File: config.mk
export PLATFORM = sky130hd
export DESIGN_NAME = bresenham_line_engine_flat
export DESIGN_NICKNAME = d
export VERILOG_FILES = /design/src/rtl/bresenham_line_engine_if.sv /design/src/rtl/bresenham_line_engine.sv /design/src/flat_wrapper.sv
export SDC_FILE = /design/constraint.sdc
export NUM_CORES = 1
export LEC_CHECK = 0
export CAP_MARGIN = 0
export CORE_MARGIN = 8
export CORE_UTILIZATION = 35
export DETAILED_ROUTE_END_ITERATION = 12
export GPL_ROUTABILITY_DRIVEN = 0
export SYNTH_ARGS = -nofsm -noshare
export SYNTH_HDL_FRONTEND = slang
export SYNTH_SLANG_ARGS = --single-unit
File: constraint.sdc
create_clock -name clock -period 9.1 [get_ports clock]
set_input_delay 0.91 -clock clock [delete_from_list [all_inputs] [get_ports clock]]
set_output_delay 0.91 -clock clock [all_outputs]
set_load 0.05 [all_outputs]
File: src/rtl/bresenham_line_engine_if.sv
// Handshake and cell-stream bundle between the SLAM control unit / occupancy
// grid updater (master) and the Bresenham line engine (slave).
//   start, x0, y0, x1, y1 : ray request, sampled with start
//   busy                  : engine is working on a ray
//   cell_x, cell_y        : current line cell
//   cell_valid/cell_ready : valid/ready stream handshake
//   cell_endpoint         : current cell is the ray end (occupied cell)
interface bresenham_line_engine_if #(
  parameter int unsigned COORD_WIDTH = 10
) ();

  logic                   start;
  logic [COORD_WIDTH-1:0] x0;
  logic [COORD_WIDTH-1:0] y0;
  logic [COORD_WIDTH-1:0] x1;
  logic [COORD_WIDTH-1:0] y1;
  logic                   busy;
  logic [COORD_WIDTH-1:0] cell_x;
  logic [COORD_WIDTH-1:0] cell_y;
  logic                   cell_valid;
  logic                   cell_ready;
  logic                   cell_endpoint;

  modport master (
    output start, x0, y0, x1, y1, cell_ready,
    input  busy, cell_x, cell_y, cell_valid, cell_endpoint
  );

  modport slave (
    input  start, x0, y0, x1, y1, cell_ready,
    output busy, cell_x, cell_y, cell_valid, cell_endpoint
  );

endinterface

File: src/rtl/bresenham_line_engine.sv
// Bresenham line engine: on start, latches a ray (x0,y0)->(x1,y1) and streams
// every grid cell of the line, both ends inclusive, over a valid/ready port.
// The final cell carries cell_endpoint=1.
//   clock : rising-edge clock
//   reset : synchronous, active-high
//   bus   : slave side of bresenham_line_engine_if (request, busy, cell stream)
module bresenham_line_engine #(
  parameter int unsigned COORD_WIDTH = 10
) (
  input  logic                     clock,
  input  logic                     reset,
  bresenham_line_engine_if.slave   bus
);

  localparam int unsigned CW = COORD_WIDTH;
  localparam int unsigned DW = COORD_WIDTH + 1;
  localparam int unsigned EW = COORD_WIDTH + 3;

  typedef enum logic [1:0] {
    IDLE  = 2'd0,
    SETUP = 2'd1,
    EMIT  = 2'd2
  } state_e;

  state_e state_q, state_d;

  logic [CW-1:0]        x0_q, x0_d, y0_q, y0_d;
  logic [CW-1:0]        x1_q, x1_d, y1_q, y1_d;
  logic signed [DW-1:0] dx_q, dx_d, dy_q, dy_d;
  logic                 sx_neg_q, sx_neg_d, sy_neg_q, sy_neg_d;
  logic signed [EW-1:0] err_q, err_d;
  logic [CW-1:0]        cell_x_q, cell_x_d, cell_y_q, cell_y_d;
  logic                 cell_valid_q, cell_valid_d;
  logic                 cell_endpoint_q, cell_endpoint_d;
  logic                 busy_q, busy_d;

  logic                 hs_c;
  logic signed [DW-1:0] diff_x_c, diff_y_c, abs_dx_c, neg_dy_c;
  logic signed [EW-1:0] e2_c, dx_ext_c, dy_ext_c;
  logic                 step_x_c, step_y_c;
  logic [CW-1:0]        next_x_c, next_y_c;

  assign hs_c = cell_valid_q & bus.cell_ready;

  // Setup arithmetic from the latched endpoints (zero-extended, then signed).
  assign diff_x_c = $signed(DW'(x1_q) - DW'(x0_q));
  assign diff_y_c = $signed(DW'(y1_q) - DW'(y0_q));
  assign abs_dx_c = diff_x_c[DW-1] ? -diff_x_c : diff_x_c;
  assign neg_dy_c = diff_y_c[DW-1] ? diff_y_c : -diff_y_c;

  // Step decision; size casts of signed values sign-extend.
  assign dx_ext_c = EW'(dx_q);
  assign dy_ext_c = EW'(dy_q);
  assign e2_c     = err_q <<< 1;
  assign step_x_c = (e2_c >= dy_ext_c);
  assign step_y_c = (e2_c <= dx_ext_c);

  always_comb begin
    next_x_c = cell_x_q;
    next_y_c = cell_y_q;
    if (step_x_c) next_x_c = sx_neg_q ? cell_x_q - CW'(1) : cell_x_q + CW'(1);
    if (step_y_c) next_y_c = sy_neg_q ? cell_y_q - CW'(1) : cell_y_q + CW'(1);
  end

  // State register.
  always_ff @(posedge clock) begin
    if (reset) state_q <= IDLE;
    else       state_q <= state_d;
  end

  // Next-state logic.
  always_comb begin
    state_d = state_q;
    case (state_q)
      IDLE:    if (bus.start) state_d = SETUP;
      SETUP:   state_d = EMIT;
      EMIT:    if (hs_c && cell_endpoint_q) state_d = IDLE;
      default: state_d = IDLE;
    endcase
  end

  // Output and datapath next values; outputs are set up one cycle ahead.
  always_comb begin
    x0_d            = x0_q;
    y0_d            = y0_q;
    x1_d            = x1_q;
    y1_d            = y1_q;
    dx_d            = dx_q;
    dy_d            = dy_q;
    sx_neg_d        = sx_neg_q;
    sy_neg_d        = sy_neg_q;
    err_d           = err_q;
    cell_x_d        = cell_x_q;
    cell_y_d        = cell_y_q;
    cell_valid_d    = cell_valid_q;
    cell_endpoint_d = cell_endpoint_q;
    busy_d          = busy_q;
    case (state_q)
      IDLE: begin
        busy_d       = 1'b0;
        cell_valid_d = 1'b0;
        if (bus.start) begin
          x0_d   = bus.x0;
          y0_d   = bus.y0;
          x1_d   = bus.x1;
          y1_d   = bus.y1;
          busy_d = 1'b1;
        end
      end
      SETUP: begin
        dx_d            = abs_dx_c;
        dy_d            = neg_dy_c;
        sx_neg_d        = !(x0_q < x1_q);
        sy_neg_d        = !(y0_q < y1_q);
        err_d           = EW'(abs_dx_c) + EW'(neg_dy_c);
        cell_x_d        = x0_q;
        cell_y_d        = y0_q;
        cell_endpoint_d = (x0_q == x1_q) && (y0_q == y1_q);
        cell_valid_d    = 1'b1;
        busy_d          = 1'b1;
      end
      EMIT: begin
        if (hs_c) begin
          if (cell_endpoint_q) begin
            busy_d          = 1'b0;
            cell_valid_d    = 1'b0;
            cell_endpoint_d = 1'b0;
          end else begin
            err_d           = err_q + (step_x_c ? dy_ext_c : '0)
                                    + (step_y_c ? dx_ext_c : '0);
            cell_x_d        = next_x_c;
            cell_y_d        = next_y_c;
            cell_endpoint_d = (next_x_c == x1_q) && (next_y_c == y1_q);
          end
        end
      end
      default: begin
        busy_d       = 1'b0;
        cell_valid_d = 1'b0;
      end
    endcase
  end

  // Datapath and output registers.
  always_ff @(posedge clock) begin
    if (reset) begin
      x0_q            <= '0;
      y0_q            <= '0;
      x1_q            <= '0;
      y1_q            <= '0;
      dx_q            <= '0;
      dy_q            <= '0;
      sx_neg_q        <= 1'b0;
      sy_neg_q        <= 1'b0;
      err_q           <= '0;
      cell_x_q        <= '0;
      cell_y_q        <= '0;
      cell_valid_q    <= 1'b0;
      cell_endpoint_q <= 1'b0;
      busy_q          <= 1'b0;
    end else begin
      x0_q            <= x0_d;
      y0_q            <= y0_d;
      x1_q            <= x1_d;
      y1_q            <= y1_d;
      dx_q            <= dx_d;
      dy_q            <= dy_d;
      sx_neg_q        <= sx_neg_d;
      sy_neg_q        <= sy_neg_d;
      err_q           <= err_d;
      cell_x_q        <= cell_x_d;
      cell_y_q        <= cell_y_d;
      cell_valid_q    <= cell_valid_d;
      cell_endpoint_q <= cell_endpoint_d;
      busy_q          <= busy_d;
    end
  end

  assign bus.busy          = busy_q;
  assign bus.cell_x        = cell_x_q;
  assign bus.cell_y        = cell_y_q;
  assign bus.cell_valid    = cell_valid_q;
  assign bus.cell_endpoint = cell_endpoint_q;

endmodule
File: src/flat_wrapper.sv
// flat-port wrapper written by rule: the top's interface ports become plain ports
module bresenham_line_engine_flat 
#(
  parameter int unsigned COORD_WIDTH = 10
)
  (clock, reset, bus_start, bus_x0, bus_y0, bus_x1, bus_y1, bus_cell_ready, bus_busy, bus_cell_x, bus_cell_y, bus_cell_valid, bus_cell_endpoint);
  bresenham_line_engine_if #(.COORD_WIDTH(COORD_WIDTH)) bus_i ();
  input  logic clock;
  input  logic reset;
  input wire logic [$bits(bus_i.start)-1:0] bus_start;
  input wire logic [$bits(bus_i.x0)-1:0] bus_x0;
  input wire logic [$bits(bus_i.y0)-1:0] bus_y0;
  input wire logic [$bits(bus_i.x1)-1:0] bus_x1;
  input wire logic [$bits(bus_i.y1)-1:0] bus_y1;
  input wire logic [$bits(bus_i.cell_ready)-1:0] bus_cell_ready;
  output wire logic [$bits(bus_i.busy)-1:0] bus_busy;
  output wire logic [$bits(bus_i.cell_x)-1:0] bus_cell_x;
  output wire logic [$bits(bus_i.cell_y)-1:0] bus_cell_y;
  output wire logic [$bits(bus_i.cell_valid)-1:0] bus_cell_valid;
  output wire logic [$bits(bus_i.cell_endpoint)-1:0] bus_cell_endpoint;
  assign bus_i.start = bus_start;
  assign bus_i.x0 = bus_x0;
  assign bus_i.y0 = bus_y0;
  assign bus_i.x1 = bus_x1;
  assign bus_i.y1 = bus_y1;
  assign bus_i.cell_ready = bus_cell_ready;
  assign bus_busy = bus_i.busy;
  assign bus_cell_x = bus_i.cell_x;
  assign bus_cell_y = bus_i.cell_y;
  assign bus_cell_valid = bus_i.cell_valid;
  assign bus_cell_endpoint = bus_i.cell_endpoint;
  bresenham_line_engine #(.COORD_WIDTH(COORD_WIDTH)) u_core (.clock(clock), .reset(reset), .bus(bus_i));
endmodule
* After elaboration in Yosys (flattened, before gate mapping) *
Cells that the tools add are included.

word-level totals
  register bits after elaboration = 102
  bits in latches = 0
  memory bits (writable) = 0
  memory bits (read-only) = 0
  input port bits = 44
  output and inout bits = 23
  logic and storage cells = 82
  memories = 0

operators by class
  $add $sub $neg = 11
  multipliers = 0
  div/mod/pow operators = 0
  $lt $le $gt $ge = 4
  equal/unequal tests = 11
  shift operators = 0
  mux-type cells = 28
  bitwise gates (word level) = 1
  reduce and logical (&&, ||, !) cells = 12

operators with widths
  kind                     number
  $mux W10                 8
  $mux W13                 4
  $eq A10 B10 Y1           4
  $pmux W10 S2             2
  $add A13 B13 Y13         2
  $pmux W13 S2             1
  $mux W11                 2
  $neg A11 Y11             2
  $sub A10 B10 Y11         2
  $add A10 B1 Y10 const B  2
  $lt A10 B10 Y1           2
  $sub A10 B1 Y10 const B  2
  $ge A13 B11 Y1           1
  $le A13 B11 Y1           1
  $add A11 B11 Y12         1
  $reduce_and A2 Y1        4
  $ne A2 B1 Y1 const B     3
  $pmux W2 S3              1
  $mux W1                  5
  $mux W2                  2
  $ne A2 B2 Y1 const B     2
  $pmux W1 S2              2
  $logic_and A1 B1 Y1      3
  $pmux W1 S3              1
  7 further kinds          8

* Depth between registers and ports, before layout *
  depth after elaboration = 8
  depth in mapped cells = 25
  depth with buffers taken out = 22

* Worst setup path before layout *
Ideal clock, no wire load.

  kind = reg-to-reg
  from = reg u_core.dx_q[10]
  to = reg u_core.err_q[11]
  setup time = 0.071 ns
  arrival time = 5.004 ns
  data required time = 9.029 ns
  slack = 4.025 ns
  stages on the path, launching flop included = 24
  buffers on the path = 3
  period minus slack after synthesis = 5.075 ns
  path through = dfxtp_1 -> inv_1 -> ha_1 -> nand4_1 -> or4_1 -> o211ai_1 -> clkbuf_1 -> clkbuf_1 -> clkbuf_1 -> nand2_1 -> fa_1 -> inv_1 -> ha_1 -> inv_1 -> fa_1 -> nor2b_1 -> o21ai_0 -> a21boi_0 -> o21ai_0 -> a21oi_1 -> a31oi_1 -> xnor2_1 -> a221o_1 -> a21oi_1

between the ends
  word-level cells in the longest chain between the ends = 6

ends and longest elaborated chain
  what                    RTL line                      text
  from (decl)             bresenham_line_engine.sv:29   logic signed [DW-1:0] dx_q, dx_d, dy_q, dy_d;
  from (signal assigned)  bresenham_line_engine.sv:151  dx_q <= '0;
  from (signal assigned)  bresenham_line_engine.sv:166  dx_q <= dx_d;
  $le A13 B11 Y1          bresenham_line_engine.sv:56   assign step_y_c = (e2_c <= dx_ext_c);
  $mux W13 (*)            bresenham_line_engine.sv:130  + (step_y_c ? dx_ext_c : '0);
  $add A13 B13 Y13 (*)    bresenham_line_engine.sv:130
  $mux W13 (*)            bresenham_line_engine.sv:124  if (cell_endpoint_q) begin
  $mux W13 (*)            bresenham_line_engine.sv:123  if (hs_c) begin
  $pmux W13 S2 (*)        bresenham_line_engine.sv:98   case (state_q)
  to (signal assigned)    bresenham_line_engine.sv:170  err_q <= err_d;
  to (decl)               bresenham_line_engine.sv:31   logic signed [EW-1:0] err_q, err_d;

Every way passes the cells marked *; elsewhere a longest branch is shown, timed or not. The select of a mux whose other input is x is not followed.
A chain may end at the register's enable or synchronous reset.

* Worst setup path in the final report *
  from = reg u_core.dx_q[6]
  to = reg u_core.err_q[11]

Same word-level chain as after synthesis.

==> flow_summary_export.csv <==
group,metric,value,unit
global_route,grt_max_degree,72,
clocking,htreeDepth,3,
hold_path,min_to,"u_core.x0_q[9]",
sta,fin_ws,3.82,ns
worst_setup_path,rr_worst_depth,22,
power_and_ir_drop,irDropWorstVdd,156,uV
global_route,grt_pass1_wl,38800,um
worst_setup_path,endpoint_kind,"register",
hold_path,hp-start,"u_core.x0_q[9]",
global_route,grt_pass1_vias,7377,
sta,setup_viol,0,
sta,fmaxAchievable,189,MHz
clocking,clockBufferDepth,2,
power_and_ir_drop,p_int,1530,uW
clocking,cts_made_buffers,9,
power_and_ir_drop,p_per_area,304,nW/um2
floorplanning,rows,56,
hold_path,hold_depth,2,
worst_setup_path,reg2reg_slack,3.82,ns
layout,nets,1286,
synthesis,ys_ff_latch,101,
floorplanning,coreArea,23500,um2
worst_setup_path,cp.required,9.38,ns
global_route,grt_use_total,16.6,%
power_and_ir_drop,swShare,48.0,%
synthesis,synth.area.top_cells,"dfxtp_1 24%, ha_1 13%, nand2_1 6.3%",
layout,syn2layout_area_growth,15.6,%
synthesis,synth_area,8380,um2
layout,diodes,0,
detailed_routing,drc_errors,0,
detailed_routing,routedWlPerCell,16.2,um
layout,fill_cells,2463,
synthesis,synth_ff_type,"dfxtp_1",
synthesis,yosys_warnings,0,
clocking,postCtsSetupRepairBufs,0,
floorplanning,io_pins,67,
clocking,cts_sinks,101,
worst_setup_path,setup.worst_path.start_class,"register",
global_route,grt_antenna_before_repair,0,
worst_setup_path,critPathKind,"register to register",
clocking,clockRootBuffer,"clkbuf_16",
status,status,"completed",
detailed_routing,detail_route.first_pass.iterations,5,
detailed_routing,viasPerCell,5.23,
synthesis,synth_edf_count,0,
sta,drv_slew,0,
detailed_routing,ant_nets,0,
detailed_routing,dr.first_iter.drc_count,471,
floorplanning,die_w,171,um
layout,multi_input_area,5740,um2
power_and_ir_drop,power_frac_comb,64.4,%
layout,drive_gt1_share,3.59,%
floorplanning,die_area,29100,um2
place,hpwl,18100,um
synthesis,yosys.cell_types.count,68,
clocking,clk_latency,0.36,ns
sta,worst_clock_skew,0.0141,ns
floorplanning,die_h,171,um
synthesis,async_reset_ff_share,0,%
power_and_ir_drop,power.share.sequential,20.1,%
sta,maxSlewHeadroom,21.3,%
power_and_ir_drop,p_leak,0.00402,uW
detailed_routing,wl,23700,um
sta,fin_crit,5.28,ns
sta,min_period_over_period,58.0,%
place,port_buffers,66,
detailed_routing,vias,7640,
place,pre_cts_ws,3.91,ns
floorplanning,initial_core_util,35.7,%
worst_setup_path,worstReg2RegStart,"u_core.dx_q[6]",
clocking,cts_tree,"done",
worst_setup_path,arrival,5.56,ns
layout,mostFrequentLayoutCell,"nand2_1",
clocking,ctsResizeCount,0,
sta,finalSetupTns,0,ns
synthesis,post-synth-top-area-fraction,24.1,%
hold_path,hp-class,"register to register",
global_route,grt_overflow,0,
layout,regArea,2020,um2
clocking,hold_buffers,0,
synthesis,syn_nets,1247,
synthesis,synthCells,1099,
job,drv_cap,0,
worst_setup_path,cp_max_fo,25,
worst_setup_path,r2r-end,"u_core.err_q[11]",
synthesis,ys_seq_area_share,24.1,%
power_and_ir_drop,power_switching,1410,uW
sta,hold_viol_final,0,
sta,rsz0062_at_grt,"no",
layout,layout_common_cells,"141 x nand2_1, 121 x inv_1, 102 x nor2_1",
sta,worst_pin_slew,1.18,ns
power_and_ir_drop,clockPowerShare,15.5,%
synthesis,postSynthAreaPerCell,7.62,um2
synthesis,yosysTopAreaCell,"dfxtp_1",
clocking,clk_pin_slew,0.08,ns
[power by group through the flow]
| stage | Combinational (uW) | Clock (uW) | Sequential (uW) |
|---|---|---|---|
| CTS | 1900 | 466 | 593 |
| detailed placement | 1880 | 0 | 602 |
| finish | 1900 | 457 | 593 |
| floorplan | 1350 | 0 | 633 |
| global placement | 1880 | 0 | 602 |
| global route | 2110 | 484 | 604 |
[routing by layer]
metal	part of all wire, %	track usage, %
met5	0	0
met3	4.8	2.90
met2	46	27.2
met4	2.1	4.81
met1	48	22.1
[cell type report]
class | instances | area share (%)
Sequential cell | 101 | 20.9
Inverter | 121 | 4.69
Multi-Input combinational cell | 831 | 59.3
Clock inverter | 7 | 1.27
Tap cell | 319 | 4.12
Timing Repair Buffer | 74 | 7.42
Clock buffer | 9 | 2.33
[synth_stat cells (all sizes together) (4+ instances only)]
library cell,instances
dfxtp,101
xnor2,51
xor2,28
nand4,11
buf,4
o21ai,41
ha,87
o41ai,4
a211oi,40
nand2b,7
nand2,141
fa,17
clkbuf,42
o21a,11
a21o,16
mux2i,12
nor4,6
a311oi,5
nand3,19
nor2b,10
and2,5
o22ai,12
o211ai,12
a21boi,8
a21oi,88
nor3,21
nor2,102
or3,10
a31oi,12
inv,121
o21bai,7
[metrics by stage]
step / util, % / hold WS, ns / std cells / area (um2) / total power (uW)
after global routing: 41.2 / 0.479 / 1462 / 9680 / 3200
after global placement: 39.7 / 0.443 / 1446 / 9330 / 2480
after floorplan: - / 0.436 / 1099 / 8380 / 1980
after CTS: 41.2 / 0.458 / 1462 / 9680 / 2950
after detailed placement: 39.7 / 0.448 / 1446 / 9330 / 2490
final: 41.2 / 0.456 / 1462 / 9680 / 2940
[worst max path at each step]
stage          depth (start not counted)                to       startpoint
2_1_floorplan                         23  u_core.err_q[11]  u_core.dx_q[10]
3_3_place_gp                          22  u_core.err_q[11]   u_core.dx_q[8]
3_5_place_dp                          22  u_core.err_q[11]   u_core.dx_q[6]
4_1_cts                               22  u_core.err_q[11]   u_core.dx_q[6]
5_1_grt                               22  u_core.err_q[11]   u_core.dx_q[6]
6_report                              22  u_core.err_q[11]   u_core.dx_q[6]
[worst max-delay path, stage by stage (launching register included)]
cell and delay (ns):
dfxtp_1 0.37, inv_1 0.05, ha_1 0.29, nand4_1 0.15, a211oi_1 0.24, a21oi_1 0.11
o211ai_1 0.60, buf_4 0.43, nand2_1 0.12, fa_1 0.45, inv_1 0.07, ha_1 0.16
inv_1 0.05, fa_1 0.38, nor2b_1 0.16, o21ai_0 0.13, a21boi_0 0.26, o21ai_0 0.18
a21oi_1 0.23, a31oi_1 0.14, xnor2_1 0.15, a221o_1 0.34, a21oi_1 0.11
[logic make-up (layout without fill, tap and decap cells)]
| group | after synthesis | count (layout) | share of synthesized area (%) |
|---|---|---|---|
| muxes | 13 | 13 | 1.57 |
| DFF | 101 | 101 | 24.1 |
| AOI/OAI and AO/OA | 283 | 283 | 22.4 |
| adders and majority gates | 104 | 104 | 17.1 |
| buffers and inverters | 167 | 211 | 7.48 |
| xor gates and xnor gates | 80 | 80 | 8.62 |
| and+or+nand+nor | 351 | 351 | 18.7 |
[registers in the layout, summed over array words and instances (netlist names), 2 cells and up]
| signal | cells |
|---|---|
| u_core.dx_q | 11 |
| u_core.y0_q | 10 |
| u_core.bus.cell_y | 10 |
| u_core.dy_q | 11 |
| u_core.x0_q | 10 |
| u_core.bus.cell_x | 10 |
| u_core.x1_q | 10 |
| u_core.y1_q | 10 |
| u_core.state_q | 2 |
| u_core.err_q | 12 |
Note: power is estimated with default switching activity, not from simulation.
